## config.mk

```make
export PLATFORM = sky130hd
export DESIGN_NAME = conv_frame_sequencer
export DESIGN_NICKNAME = d
export VERILOG_FILES = /design/src/rtl/conv_ctrl_pkg.sv /design/src/rtl/conv_pos_counter.sv /design/src/rtl/conv_frame_sequencer.sv
export SDC_FILE = /design/constraint.sdc
export NUM_CORES = 1
export LEC_CHECK = 0
export CORE_ASPECT_RATIO = 1.75
export CORE_MARGIN = 10
export CORE_UTILIZATION = 55
export CTS_BUF_LIST = sky130_fd_sc_hd__clkbuf_2 sky130_fd_sc_hd__clkbuf_4 sky130_fd_sc_hd__clkbuf_8
export DETAILED_ROUTE_END_ITERATION = 8
export MAX_ROUTING_LAYER = met4
export PLACE_DENSITY_LB_ADDON = 0.08
export SLEW_MARGIN = 20
export SYNTH_ARGS = -nofsm -noshare
export SYNTH_HDL_FRONTEND = slang
export SYNTH_SLANG_ARGS = --single-unit
```

## constraint.sdc

```tcl
create_clock -name clk -period 5.3 [get_ports clk]
set_clock_uncertainty 0.1 [all_clocks]
set_input_delay 1.325 -clock clk [delete_from_list [all_inputs] [get_ports clk]]
set_output_delay 1.325 -clock clk [all_outputs]
set_load 0.1 [all_outputs]
```

## src/rtl/conv_ctrl_pkg.sv

```systemverilog
// Shared types and constants for the convolution frame sequencer.
`default_nettype none

package conv_ctrl_pkg;

  localparam int DEF_WIDTH  = 640;
  localparam int DEF_HEIGHT = 480;

  localparam logic [1:0] MODE_GREY = 2'b00;
  localparam logic [1:0] MODE_VERT = 2'b01;
  localparam logic [1:0] MODE_HORZ = 2'b10;

  typedef enum logic [1:0] {
    ST_IDLE   = 2'd0,
    ST_STREAM = 2'd1,
    ST_FLUSH  = 2'd2,
    ST_DRAIN  = 2'd3
  } seq_state_t;

  // Counter width able to hold 0..n-1, never narrower than one bit.
  function automatic int cnt_bits(input int n);
    return (n <= 1) ? 1 : $clog2(n);
  endfunction

endpackage

`default_nettype wire

```

## src/rtl/conv_pos_counter.sv

```systemverilog
// Column/row position tracker for the pixel stream; clear restarts the frame
// and may coincide with advance so the restarting pixel counts as position 0.
`default_nettype none

module conv_pos_counter
  import conv_ctrl_pkg::*;
#(
  parameter int WIDTH  = DEF_WIDTH,
  parameter int HEIGHT = DEF_HEIGHT
) (
  input  logic                          clk,
  input  logic                          rst_n,
  input  logic                          clear,
  input  logic                          advance,
  output logic [cnt_bits(WIDTH)-1:0]    col,
  output logic [cnt_bits(HEIGHT)-1:0]   row,
  output logic                          last
);

  localparam int CW = cnt_bits(WIDTH);
  localparam int RW = cnt_bits(HEIGHT);
  localparam logic [CW-1:0] COL_MAX = CW'(WIDTH - 1);
  localparam logic [RW-1:0] ROW_MAX = RW'(HEIGHT - 1);

  logic [CW-1:0] col_base;
  logic [RW-1:0] row_base;

  always_comb begin
    col_base = clear ? '0 : col;
    row_base = clear ? '0 : row;
  end

  assign last = (col == COL_MAX) && (row == ROW_MAX);

  always_ff @(posedge clk) begin
    if (!rst_n) begin
      col <= '0;
      row <= '0;
    end else if (advance) begin
      if (col_base == COL_MAX) begin
        col <= '0;
        row <= (row_base == ROW_MAX) ? '0 : row_base + 1'b1;
      end else begin
        col <= col_base + 1'b1;
        row <= row_base;
      end
    end else if (clear) begin
      col <= '0;
      row <= '0;
    end
  end

endmodule

`default_nettype wire

```

## src/rtl/conv_frame_sequencer.sv

```systemverilog
// Frame sequencer feeding a convolution line buffer: forwards one camera frame,
// flushes the buffer with zero pixels, drains, then signals frame completion.
`default_nettype none

module conv_frame_sequencer
  import conv_ctrl_pkg::*;
#(
  parameter int WIDTH     = DEF_WIDTH,
  parameter int HEIGHT    = DEF_HEIGHT,
  parameter int FLUSH_PIX = 642,
  parameter int DRAIN_CYC = 16
) (
  input  logic        clk,
  input  logic        rst_n,
  input  logic [11:0] cam_red,
  input  logic [11:0] cam_green,
  input  logic [11:0] cam_blue,
  input  logic        cam_dval,
  input  logic        cam_sof,
  input  logic [1:0]  mode_req,
  input  logic        mode_wr,
  input  logic        err_clr,
  output logic [11:0] ired,
  output logic [11:0] igreen,
  output logic [11:0] iblue,
  output logic        idval,
  output logic [1:0]  mode,
  input  logic        odval,
  output logic [18:0] out_cnt,
  output logic        busy,
  output logic        frame_done,
  output logic        err_sync,
  output logic        err_overrun
);

  localparam int FW = cnt_bits(FLUSH_PIX);
  localparam int DW = cnt_bits(DRAIN_CYC);
  localparam logic [FW-1:0] FLUSH_LAST = FW'(FLUSH_PIX - 1);
  localparam logic [DW-1:0] DRAIN_LAST = DW'(DRAIN_CYC - 1);
  localparam logic [18:0]   OUT_MAX    = '1;

  seq_state_t                  state;
  logic [FW-1:0]               flush_cnt;
  logic                        flush_phase;
  logic [DW-1:0]               drain_cnt;
  logic [1:0]                  mode_pend;
  logic [cnt_bits(WIDTH)-1:0]  col;
  logic [cnt_bits(HEIGHT)-1:0] row;
  logic                        last;
  logic                        sof_hit;
  logic                        pos_advance;
  logic                        pos_unused;

  always_comb begin
    sof_hit     = cam_dval && cam_sof && (state == ST_IDLE || state == ST_STREAM);
    pos_advance = sof_hit || (cam_dval && state == ST_STREAM);
  end

  // Only the end-of-frame flag drives sequencing; position is kept for visibility.
  assign pos_unused = ^{col, row};

  conv_pos_counter #(
    .WIDTH  (WIDTH),
    .HEIGHT (HEIGHT)
  ) u_pos (
    .clk     (clk),
    .rst_n   (rst_n),
    .clear   (sof_hit),
    .advance (pos_advance),
    .col     (col),
    .row     (row),
    .last    (last)
  );

  assign busy = (state != ST_IDLE);

  always_ff @(posedge clk) begin
    if (!rst_n) begin
      state       <= ST_IDLE;
      ired        <= '0;
      igreen      <= '0;
      iblue       <= '0;
      idval       <= 1'b0;
      mode        <= MODE_GREY;
      mode_pend   <= MODE_GREY;
      out_cnt     <= '0;
      frame_done  <= 1'b0;
      err_sync    <= 1'b0;
      err_overrun <= 1'b0;
      flush_cnt   <= '0;
      flush_phase <= 1'b0;
      drain_cnt   <= '0;
    end else begin
      idval      <= 1'b0;
      ired       <= '0;
      igreen     <= '0;
      iblue      <= '0;
      frame_done <= 1'b0;

      if (mode_wr) mode_pend <= mode_req;
      // Sticky flags: a set later in this block overrides the clear.
      if (err_clr) begin
        err_sync    <= 1'b0;
        err_overrun <= 1'b0;
      end
      if (state != ST_IDLE && odval && out_cnt != OUT_MAX) out_cnt <= out_cnt + 19'd1;

      case (state)
        ST_IDLE: begin
          if (sof_hit) begin
            idval   <= 1'b1;
            ired    <= cam_red;
            igreen  <= cam_green;
            iblue   <= cam_blue;
            mode    <= mode_wr ? mode_req : mode_pend;
            out_cnt <= '0;
            state   <= ST_STREAM;
          end
        end
        ST_STREAM: begin
          if (cam_dval) begin
            idval  <= 1'b1;
            ired   <= cam_red;
            igreen <= cam_green;
            iblue  <= cam_blue;
            if (cam_sof) begin
              err_sync <= 1'b1;
              mode     <= mode_wr ? mode_req : mode_pend;
              out_cnt  <= '0;
            end else if (last) begin
              state       <= ST_FLUSH;
              flush_cnt   <= '0;
              flush_phase <= 1'b0;
            end
          end
        end
        ST_FLUSH: begin
          flush_phase <= ~flush_phase;
          if (!flush_phase) begin
            idval <= 1'b1;
            if (flush_cnt == FLUSH_LAST) begin
              state     <= ST_DRAIN;
              drain_cnt <= '0;
            end else begin
              flush_cnt <= flush_cnt + 1'b1;
            end
          end
        end
        ST_DRAIN: begin
          if (drain_cnt == DRAIN_LAST) begin
            frame_done <= 1'b1;
            state      <= ST_IDLE;
          end else begin
            drain_cnt <= drain_cnt + 1'b1;
          end
        end
        default: state <= ST_IDLE;
      endcase

      if ((state == ST_FLUSH || state == ST_DRAIN) && cam_dval) err_overrun <= 1'b1;
    end
  end

endmodule

`default_nettype wire
```

==> results.sh, run 1 <==
export IMPL_vias_per_cell=5.70
export IMPL_worst_slew_pin_slew_ns=1.04
export IMPL_whs_ns=0.367
export IMPL_grt_pass1_wl_mm=17.8
export IMPL_hold_start="err_overrun$_SDFFE_PN0P_"
export IMPL_seqPwrFrac=0.385
export IMPL_drc=0
export IMPL_crit_required_ns=5.46
export IMPL_synth_avg_cell_area_sq_um=9.00
export IMPL_cpPeakStageDelay_ns=0.58
export IMPL_io_pins=107
export IMPL_path_max_fanout=15
export IMPL_slowest_stage="nor3b_1"
export IMPL_clockBufferDepth=2
export IMPL_ir_worst_vdd_mv=0.288
export IMPL_p_int_mw=1.29
export IMPL_syn_num_nets=524
export IMPL_reg2reg_slack_ns=1.66
export IMPL_synth_most_common_cell="dfxtp_1"
export IMPL_synthArstFlopShare=0
export IMPL_cp_num_buf_inv=1
export IMPL_finalHoldViolations=0
export IMPL_initial_core_util=0.562
export IMPL_crit_chain="clkdlybuf4s50_1 > o211ai_1 > and2_1 > ha_1 > nand2_1 > nor3_1 > nor3b_1 > a21boi_0 > o21ai_0"
export IMPL_cts_clk_slew_worst_paths_ns=0.10
export IMPL_power_density_mw_per_mm2=383
export IMPL_cts_tree="done"
export IMPL_drt_pass1_iter_count=5
export IMPL_synthFlopType="dfxtp_1"
export IMPL_yosys_warnings=0
export IMPL_htree_levels=3
export IMPL_synth_largest_area_cell="dfxtp_1"
export IMPL_synth_edf_count=0
export IMPL_antenna_left=0
export IMPL_setup_tns_ns=0
export IMPL_worst_hold_path_type="register to register"
export IMPL_synth_ff_latch_count=99
export IMPL_synth_cells=469
export IMPL_ctsHoldBuffers=0
export IMPL_combPwrFrac=0.362
export IMPL_die_y_microns=136
export IMPL_antenna_found_initial=0
export IMPL_cts_made_buffers=9
export IMPL_cts_sinks=99
export IMPL_grt_max_degree=37
export IMPL_fin_nets=627
export IMPL_clock_power_share=0.253
export IMPL_hold_depth=2
export IMPL_worst_setup_path_type="input pin to register"
export IMPL_drive_gt1_frac=0.0520
export IMPL_ys_seq_area_frac=0.469
export IMPL_timing_fmax_ghz=0.248
export IMPL_clockRootBuffer="clkbuf_8"
export IMPL_synthTopCellsByArea="dfxtp_1 (47%), and2_1 (6.5%), nand2_1 (4.0%)"
export IMPL_slew_headroom=0.304
export IMPL_hpwl_mm=8.27
export IMPL_grt_overflow_total=0
export IMPL_core_area_sq_mm=0.00751
export IMPL_fin_crit_sh=0.761
export IMPL_wirelength_mm=10.9
export IMPL_synth_area_sq_mm=0.00422
export IMPL_cap_viol_max_count=0
export IMPL_slew_viol_final=0
export IMPL_insertion_delay_ns=0.36
export IMPL_critical_path_arrival_ns=4.19
export IMPL_whs_endpoint="err_overrun$_SDFFE_PN0P_"
export IMPL_finalSetupViolCount=0
export IMPL_num_antenna_cells=0
export IMPL_switchingPower_mw=0.850
export IMPL_status="completed"
export IMPL_postCtsSetupRepairBufs=0
export IMPL_startpoint_type="input pin"
export IMPL_crit_path_end_kind="register"
export IMPL_rsz0062_at_grt="no"
export IMPL_routabilityCongestion=0.917
export IMPL_routedWlPerCell_microns=16.5
export IMPL_reg2regPathDepth=10
export IMPL_cts_resized=0
export IMPL_grt_total_usage=0.192
export IMPL_die_area_sq_mm=0.0117
export IMPL_num_vias=3793
export IMPL_path_delay_family="simple AND/OR/NAND/NOR gates"
export IMPL_leakage_nw=2.00
export IMPL_switching_share=0.398
export IMPL_r2r_end="u_pos.row[7]$_SDFF_PN0_"
export IMPL_finalCriticalPeriod_ns=4.03
export IMPL_r2r_start="state[0]$_SDFFE_PN0P_"
export IMPL_ys_types=56
export IMPL_drt_initial_drc_count=267
export IMPL_die_w_microns=86.2
export IMPL_syn_to_final_growth_pct=32.2
export IMPL_synth_top_area_share=0.469
export IMPL_synthTopCellsByCount="dfxtp_1 (99), nand2_1 (45), and2_1 (44), nor2_1 (39), nand3_1 (25)"
export IMPL_grt_pass1_vias=3979
export IMPL_row_count=42
export IMPL_io_buffers=106
==> cell families after synthesis <==
family | after synthesis | synth area share
buf+inv | 31 | 0.0293
compound gates | 77 | 0.124
fa+ha+maj | 10 | 0.0296
xor+xnor | 22 | 0.0456
mux | 4 | 0.00948
flops | 99 | 0.469
simple gates | 226 | 0.292
==> routing by layer <==
metal | vias to the layer above | track usage | part of all wire
met5 | - | - | 0
met4 | 0 | 0.0805 | 0.022
met1 | 1787 | 0.182 | 0.38
li1 | 1862 | - | -
met3 | 19 | 0.0449 | 0.045
met2 | 125 | 0.355 | 0.56
==> area by class of cell <==
cell class / count / area (sq um)
well taps: 88 / 110
fillers: 570 / 1930
inverters: 12 / 45.0
repair buffers: 111 / 1100
flip-flops and latches: 99 / 1980
clock inverters: 5 / 83.8
multi-input cells: 339 / 2120
clock buffers: 11 / 145
==> worst reg2reg max path: stages, from the launching register on <==
cell	delay, ns
dfxtp_1	0.39
inv_1	0.09
ha_1	0.35
o211ai_1	0.82
and2_1	0.29
ha_1	0.21
nand2_1	0.11
nor3_1	0.25
nor3b_1	0.58
a21boi_0	0.26
o21ai_0	0.11
==> state kept, by name, indices dropped and copies added, names as in the netlist, 4 cells and up <==
| signal | flops |
|---|---|
| out_cnt | 19 |
| igreen | 12 |
| u_pos.col | 10 |
| u_pos.row | 9 |
| iblue | 12 |
| flush_cnt | 10 |
| drain_cnt | 4 |
| ired | 12 |
==> layout by cell type (no fill, tap or decap), drive strengths merged, types with 10 or more instances in the layout <==
cell type        n
clkdlybuf4s50  106
dfxtp           99
nand2           45
and2            44
nor2            39
nand3           25
a21oi           17
nand4           16
xor2            15
o21ai           15
inv             12
clkbuf          11
or4             10
nor3            10
ha              10
==> power by group through the flow <==
stage,clock [mW],combinational (mW),sequential [mW]
5_1_grt,0.575,0.816,0.828
3_3_place_gp,0,0.750,0.837
6_report,0.541,0.773,0.822
3_5_place_dp,0,0.771,0.839
2_1_floorplan,0,0.301,1.12
4_1_cts,0.553,0.775,0.822
==> through the flow <==
step	util	setup WS (ns)	instances	power, mW	cell area (sq um)
6_report	0.743	1.27	665	2.14	5580
5_1_grt	0.743	1.01	665	2.22	5580
4_1_cts	0.743	1.31	665	2.15	5580
3_5_place_dp	0.712	0.936	649	1.61	5350
3_3_place_gp	0.711	1.06	648	1.59	5340
2_1_floorplan	-	1.74	469	1.42	4220
==> how the worst max path moves through the flow <==
stage / startpoint / end / slack (ns) / depth (start not counted)
floorplan: cam_dval / u_pos.row[8]$_SDFF_PN0_ / 1.74 / 10
global placement: cam_sof / u_pos.row[7]$_SDFF_PN0_ / 1.06 / 9
detailed placement: cam_sof / u_pos.row[7]$_SDFF_PN0_ / 0.94 / 9
CTS: cam_sof / u_pos.row[7]$_SDFF_PN0_ / 1.31 / 9
global route: cam_sof / u_pos.row[7]$_SDFF_PN0_ / 1.01 / 9
finish: cam_sof / u_pos.row[7]$_SDFF_PN0_ / 1.27 / 9
No activity file was read; power rests on OpenSTA's default activity.
==> inputs of run 2 (changes only) <==
Settings changed: CORE_UTILIZATION 55 to 46.
Clock period 5.3 ns to 3.5 ns, I/O delays scaled along.
==> run 2 against run 1 <==
Sequential share of layout area increased by 0.44 points; critical path depth increased by 1; setup slack got worse by 0.61 ns; critical endpoint is now u_pos.row[8]$_SDFF_PN0_; largest power group unchanged; combinational power increased by 53%; sequential cell count unchanged; first-iteration DRC count decreased by 19%.
==> results.sh, run 2 (synthesis gave the netlist of run 1 again) <==
export IMPL_status="completed"
export IMPL_placed_area_sq_mm=0.00531
export IMPL_grt_pass1_wl_mm=18.4
export IMPL_htree_levels=3
export IMPL_startpoint_type="input pin"
export IMPL_final_area_sq_mm=0.00551
export IMPL_die_y_microns=147
export IMPL_core_area_sq_mm=0.00904
export IMPL_fillers=811
export IMPL_row_count=46
export IMPL_fin_crit_sh=0.812
export IMPL_endpoint="u_pos.row[8]$_SDFF_PN0_"
export IMPL_finalHoldViolations=0
export IMPL_power_density_mw_per_mm2=573
export IMPL_die_area_sq_mm=0.0136
export IMPL_reg2reg_slack_ns=0.70
export IMPL_cts_resized=0
export IMPL_r2r_start="state[0]$_SDFFE_PN0P_"
export IMPL_multi_input_area_sq_mm=0.00212
export IMPL_worst_slew_pin_slew_ns=0.882
export IMPL_critical_path_arrival_ns=3.05
export IMPL_grt_overflow_total=0
export IMPL_io_pins=107
export IMPL_drt_pass1_iter_count=4
export IMPL_cap_viol_max_count=0
export IMPL_finalSetupViolCount=0
export IMPL_final_common_cell="dfxtp_1"
export IMPL_io_buffers=106
export IMPL_drc=0
export IMPL_grt_pass1_vias=3917
export IMPL_whs_ns=0.371
export IMPL_clockBufferDepth=2
export IMPL_crit_chain="clkdlybuf4s50_1 > o211ai_1 > buf_4 > and2_1 > ha_1 > nand3_1 > nor3_1 > nand4_1 > or3_1 > o21ai_0"
export IMPL_path_max_fanout=8
export IMPL_ir_worst_vdd_mv=0.457
export IMPL_fin_nets=637
export IMPL_slowest_stage="clkdlybuf4s50_1"
export IMPL_wirelength_mm=11.3
export IMPL_hpwl_mm=8.79
export IMPL_crit_required_ns=3.71
export IMPL_vias_per_cell=5.27
export IMPL_antenna_found_initial=0
export IMPL_ctsHoldBuffers=0
export IMPL_cts_sinks=99
export IMPL_largest_reg_flops=19
export IMPL_setup_tns_ns=0
export IMPL_leakage_nw=2.16
export IMPL_register_area_sq_mm=0.00198
export IMPL_syn_to_final_growth_pct=30.6
export IMPL_insertion_delay_ns=0.38
export IMPL_timing_fmax_ghz=0.352
export IMPL_slew_viol_final=0
export IMPL_final_cell_mix="dfxtp_1 (99), buf_4 (77), nand2_1 (45), and2_1 (44), clkdlybuf4s50_1 (44)"
export IMPL_worst_hold_path_type="register to register"
export IMPL_die_w_microns=92.4
export IMPL_antenna_left=0
export IMPL_cpPeakStageDelay_ns=0.43
export IMPL_routedWlPerCell_microns=16.0
export IMPL_grt_max_degree=37
export IMPL_initial_core_util=0.467
export IMPL_rsz0062_at_grt="no"
export IMPL_num_vias=3727
export IMPL_clockRootBuffer="clkbuf_8"
export IMPL_num_antenna_cells=0
export IMPL_grt_total_usage=0.173
export IMPL_drt_initial_drc_count=216
export IMPL_largest_register="out_cnt"
export IMPL_cts_made_buffers=9
export IMPL_cts_clk_slew_worst_paths_ns=0.10
export IMPL_crit_path_end_kind="register"
export IMPL_reg2regPathDepth=11
export IMPL_cts_tree="done"
export IMPL_r2r_end="u_pos.row[8]$_SDFF_PN0_"
export IMPL_postCtsSetupRepairBufs=0
export IMPL_finalCriticalPeriod_ns=2.84
export IMPL_drive_gt1_frac=0.174
export IMPL_slew_headroom=0.408
export IMPL_worst_setup_path_type="input pin to register"
export IMPL_routabilityCongestion=0.875
export IMPL_critPathLaunch="cam_dval"
export IMPL_p_total_mw=3.16
[run 2: layout make-up]
type	instances	share of cell area
Tap cell	120	0.0272
Timing Repair Buffer	121	0.185
Multi-Input combinational cell	339	0.384
Sequential cell	99	0.360
Clock inverter	7	0.0141
Clock buffer	9	0.0225
Inverter	12	0.00817
[run 2: routing by layer]
metal  vias to the layer above  GRT usage  routed length, microns
met5                         -          -                       0
met4                         0     0.0783                     255
met3                        20     0.0321                     314
met2                        74      0.337                    6650
met1                      1749      0.153                    4080
li1                       1884          -                       -
[run 2: through the flow]
stage	utilization	worst slack [ns]	std cells
after floorplan	-	0.394	469
after global placement	0.588	0.333	691
after detailed placement	0.588	0.256	691
after CTS	0.610	0.635	707
after global routing	0.610	0.343	707
final	0.610	0.658	707
[run 2: how the worst min path moves through the flow]
stage                                  start                       end  cells after the start
finish              err_overrun$_SDFFE_PN0P_  err_overrun$_SDFFE_PN0P_                      2
global route        err_overrun$_SDFFE_PN0P_  err_overrun$_SDFFE_PN0P_                      2
CTS                 err_overrun$_SDFFE_PN0P_  err_overrun$_SDFFE_PN0P_                      2
detailed placement  err_overrun$_SDFFE_PN0P_  err_overrun$_SDFFE_PN0P_                      2
global placement    err_overrun$_SDFFE_PN0P_  err_overrun$_SDFFE_PN0P_                      2
floorplan            u_pos.row[8]$_SDFF_PN0_   u_pos.row[8]$_SDFF_PN0_                      2
[run 2: worst max-delay path: cells and delay by family]
kind            cells  cell delay, ns
compound gates      2            0.27
fa+ha+maj           1            0.20
buf+inv             2            0.66
simple gates        5            1.05
[run 2: power breakdown]
| group | internal, mW | total [mW] | switching, mW |
|---|---|---|---|
| sequential | 1.21 | 1.25 | 0.0412 |
| combinational | 0.308 | 1.18 | 0.868 |
| clock | 0.283 | 0.738 | 0.455 |
==> inputs of run 3 (changes only) <==
Clock period 3.5 ns to 2.6 ns, I/O delays scaled along.
==> run 3 against run 2 <==
Via count grew 3.4%; combinational power grew 47%; critical path depth is the same; clock-buffer cell count increased by 1; cell area up 5.4%; critical path type unchanged; largest power group is now combinational cells.
==> results.sh, run 3 (synthesis gave the netlist of run 1 again) <==
export IMPL_finalHoldViolations=0
export IMPL_wirelength_mm=11.4
export IMPL_io_pins=107
export IMPL_fillers=813
export IMPL_cts_tree="done"
export IMPL_power_density_mw_per_mm2=747
export IMPL_die_w_microns=92.4
export IMPL_ir_worst_vdd_mv=0.725
export IMPL_grt_total_usage=0.172
export IMPL_switchingPower_mw=1.80
export IMPL_critical_path_arrival_ns=2.69
export IMPL_whs_endpoint="err_overrun$_SDFFE_PN0P_"
export IMPL_r2r_start="state[1]$_SDFFE_PN0P_"
export IMPL_vias_per_cell=5.24
export IMPL_hold_depth=2
export IMPL_crit_path_end_kind="register"
export IMPL_grt_max_degree=37
export IMPL_reg2reg_slack_ns=0.15
export IMPL_routabilityCongestion=0.867
export IMPL_status="completed"
export IMPL_routedWlPerCell_microns=15.5
export IMPL_ctsHoldBuffers=0
export IMPL_final_area_sq_mm=0.00581
export IMPL_insertion_delay_ns=0.37
export IMPL_fin_nets=665
export IMPL_clock_power_share=0.211
export IMPL_final_common_cell="buf_4"
export IMPL_die_area_sq_mm=0.0136
export IMPL_slew_headroom=0.569
export IMPL_cts_clk_slew_worst_paths_ns=0.09
export IMPL_antenna_left=0
export IMPL_combPwrFrac=0.400
export IMPL_clockRootBuffer="clkbuf_8"
export IMPL_path_max_fanout=4
export IMPL_worst_slew_pin_slew_ns=0.643
export IMPL_drive_gt1_frac=0.247
export IMPL_grt_overflow_total=0
export IMPL_finalSetupViolCount=0
export IMPL_htree_levels=3
export IMPL_grtUsageMet3=0.0352
export IMPL_grt_busiest_layer="met2"
export IMPL_leakage_nw=2.33
export IMPL_slew_viol_final=0
export IMPL_hold_start="err_overrun$_SDFFE_PN0P_"
export IMPL_worst_setup_path_type="input pin to register"
export IMPL_num_antenna_cells=0
export IMPL_syn_to_final_growth_pct=37.7
export IMPL_clockBufferDepth=2
export IMPL_grt_pass1_vias=3789
export IMPL_finalCriticalPeriod_ns=2.50
export IMPL_final_cell_mix="buf_4 (102), dfxtp_1 (87), clkdlybuf4s50_1 (44), nand2_1 (43), and2_1 (43)"
export IMPL_row_count=46
export IMPL_post_place_ws_ns=-0.344
export IMPL_core_area_sq_mm=0.00904
export IMPL_antenna_found_initial=0
export IMPL_cap_viol_max_count=0
export IMPL_met2_usage=0.323
export IMPL_startpoint_type="input pin"
export IMPL_largest_reg_flops=19
export IMPL_fin_crit_sh=0.960
export IMPL_cts_made_buffers=9
export IMPL_grt_pass1_wl_mm=18.5
export IMPL_cts_sinks=99
export IMPL_reg2regPathDepth=11
export IMPL_switching_share=0.416
export IMPL_placed_area_sq_mm=0.00561
export IMPL_drc=0
export IMPL_initial_core_util=0.467
export IMPL_num_vias=3853
export IMPL_p_total_mw=4.34
export IMPL_r2r_end="u_pos.row[0]$_SDFF_PN0_"
export IMPL_p_int_mw=2.54
export IMPL_hpwl_mm=8.95
export IMPL_layout_setup_ws_ns=0.105
export IMPL_largest_register="out_cnt"
export IMPL_drt_initial_drc_count=226
export IMPL_timing_fmax_ghz=0.401
export IMPL_crit_required_ns=2.80
export IMPL_worst_hold_path_type="register to register"
export IMPL_gr_usage_met1=0.164
export IMPL_die_y_microns=147
export IMPL_io_buffers=106
export IMPL_drt_pass1_iter_count=4
export IMPL_seqPwrFrac=0.390
==> run 3: changes by cell type in the layout (fill, tap and decap cells not counted), sizes merged <==
cell / previous run / this run
clkbuf: 9 / 10
clkinvlp: 1 / 4
inv: 15 / 13
clkinv: 3 / 1
buf: 77 / 105
==> run 3: power groups by stage <==
stage               clock network, mW  registers [mW]  logic, mW
finish                          0.914            1.69       1.73
global route                     1.01            1.70       1.85
CTS                             0.952            1.69       1.74
detailed placement                  0            1.73       1.74
global placement                    0            1.72       1.72
floorplan                           0            2.29      0.672
==> run 3: area by class of cell <==
class	instances	area (sq um)	share of cell area
Clock inverter	6	47.5	0.00818
Clock buffer	10	131	0.0226
Tap cell	120	150	0.0258
Timing Repair Buffer	149	1270	0.218
Sequential cell	99	2000	0.344
Inverter	12	45.0	0.00775
Multi-Input combinational cell	339	2170	0.374
==> run 3: worst max-delay path, stage by stage <==
cell and delay [ns]:
clkdlybuf4s50_1 0.47, o211ai_1 0.17, and2_1 0.24, ha_4 0.17
nand2_4 0.06, nor3_1 0.22, nor3b_4 0.32, buf_4 0.16
nand3b_1 0.07, a21oi_1 0.15
==> run 3: what timing repair did <==
item / 4_1_cts / 5_1_grt
endpoints found under the setup margin: 0 / 10
resized for setup: 0 / 2
buffers inserted: 0 / 2
==> run 3: worst max-delay path by stage <==
stage,depth (start not counted),startpoint,to
global placement,9,cam_dval,u_pos.row[8]$_SDFF_PN0_
CTS,9,cam_dval,u_pos.row[8]$_SDFF_PN0_
global route,10,state[1]$_SDFFE_PN0P_,u_pos.row[8]$_SDFF_PN0_
detailed placement,9,cam_dval,u_pos.row[8]$_SDFF_PN0_
floorplan,12,state[1]$_SDFFE_PN0P_,u_pos.row[3]$_SDFF_PN0_
finish,10,cam_dval,u_pos.row[0]$_SDFF_PN0_
==> run 3: routing by layer <==
metal | vias to the layer above | routed length, microns
li1 | 1938 | -
met4 | 0 | 281
met1 | 1832 | 4120
met3 | 19 | 364
met2 | 64 | 6630
met5 | - | 0
==> run 3: through the flow <==
step,util,hold WS (ns),TNS [ns],cells
4_1_cts,0.640,0.375,0,733
6_report,0.643,0.372,0,735
3_3_place_gp,0.620,0.350,-3.70,717
5_1_grt,0.643,0.392,-0.0494,735
2_1_floorplan,-,0.345,-0.215,469
3_5_place_dp,0.620,0.357,-5.26,717
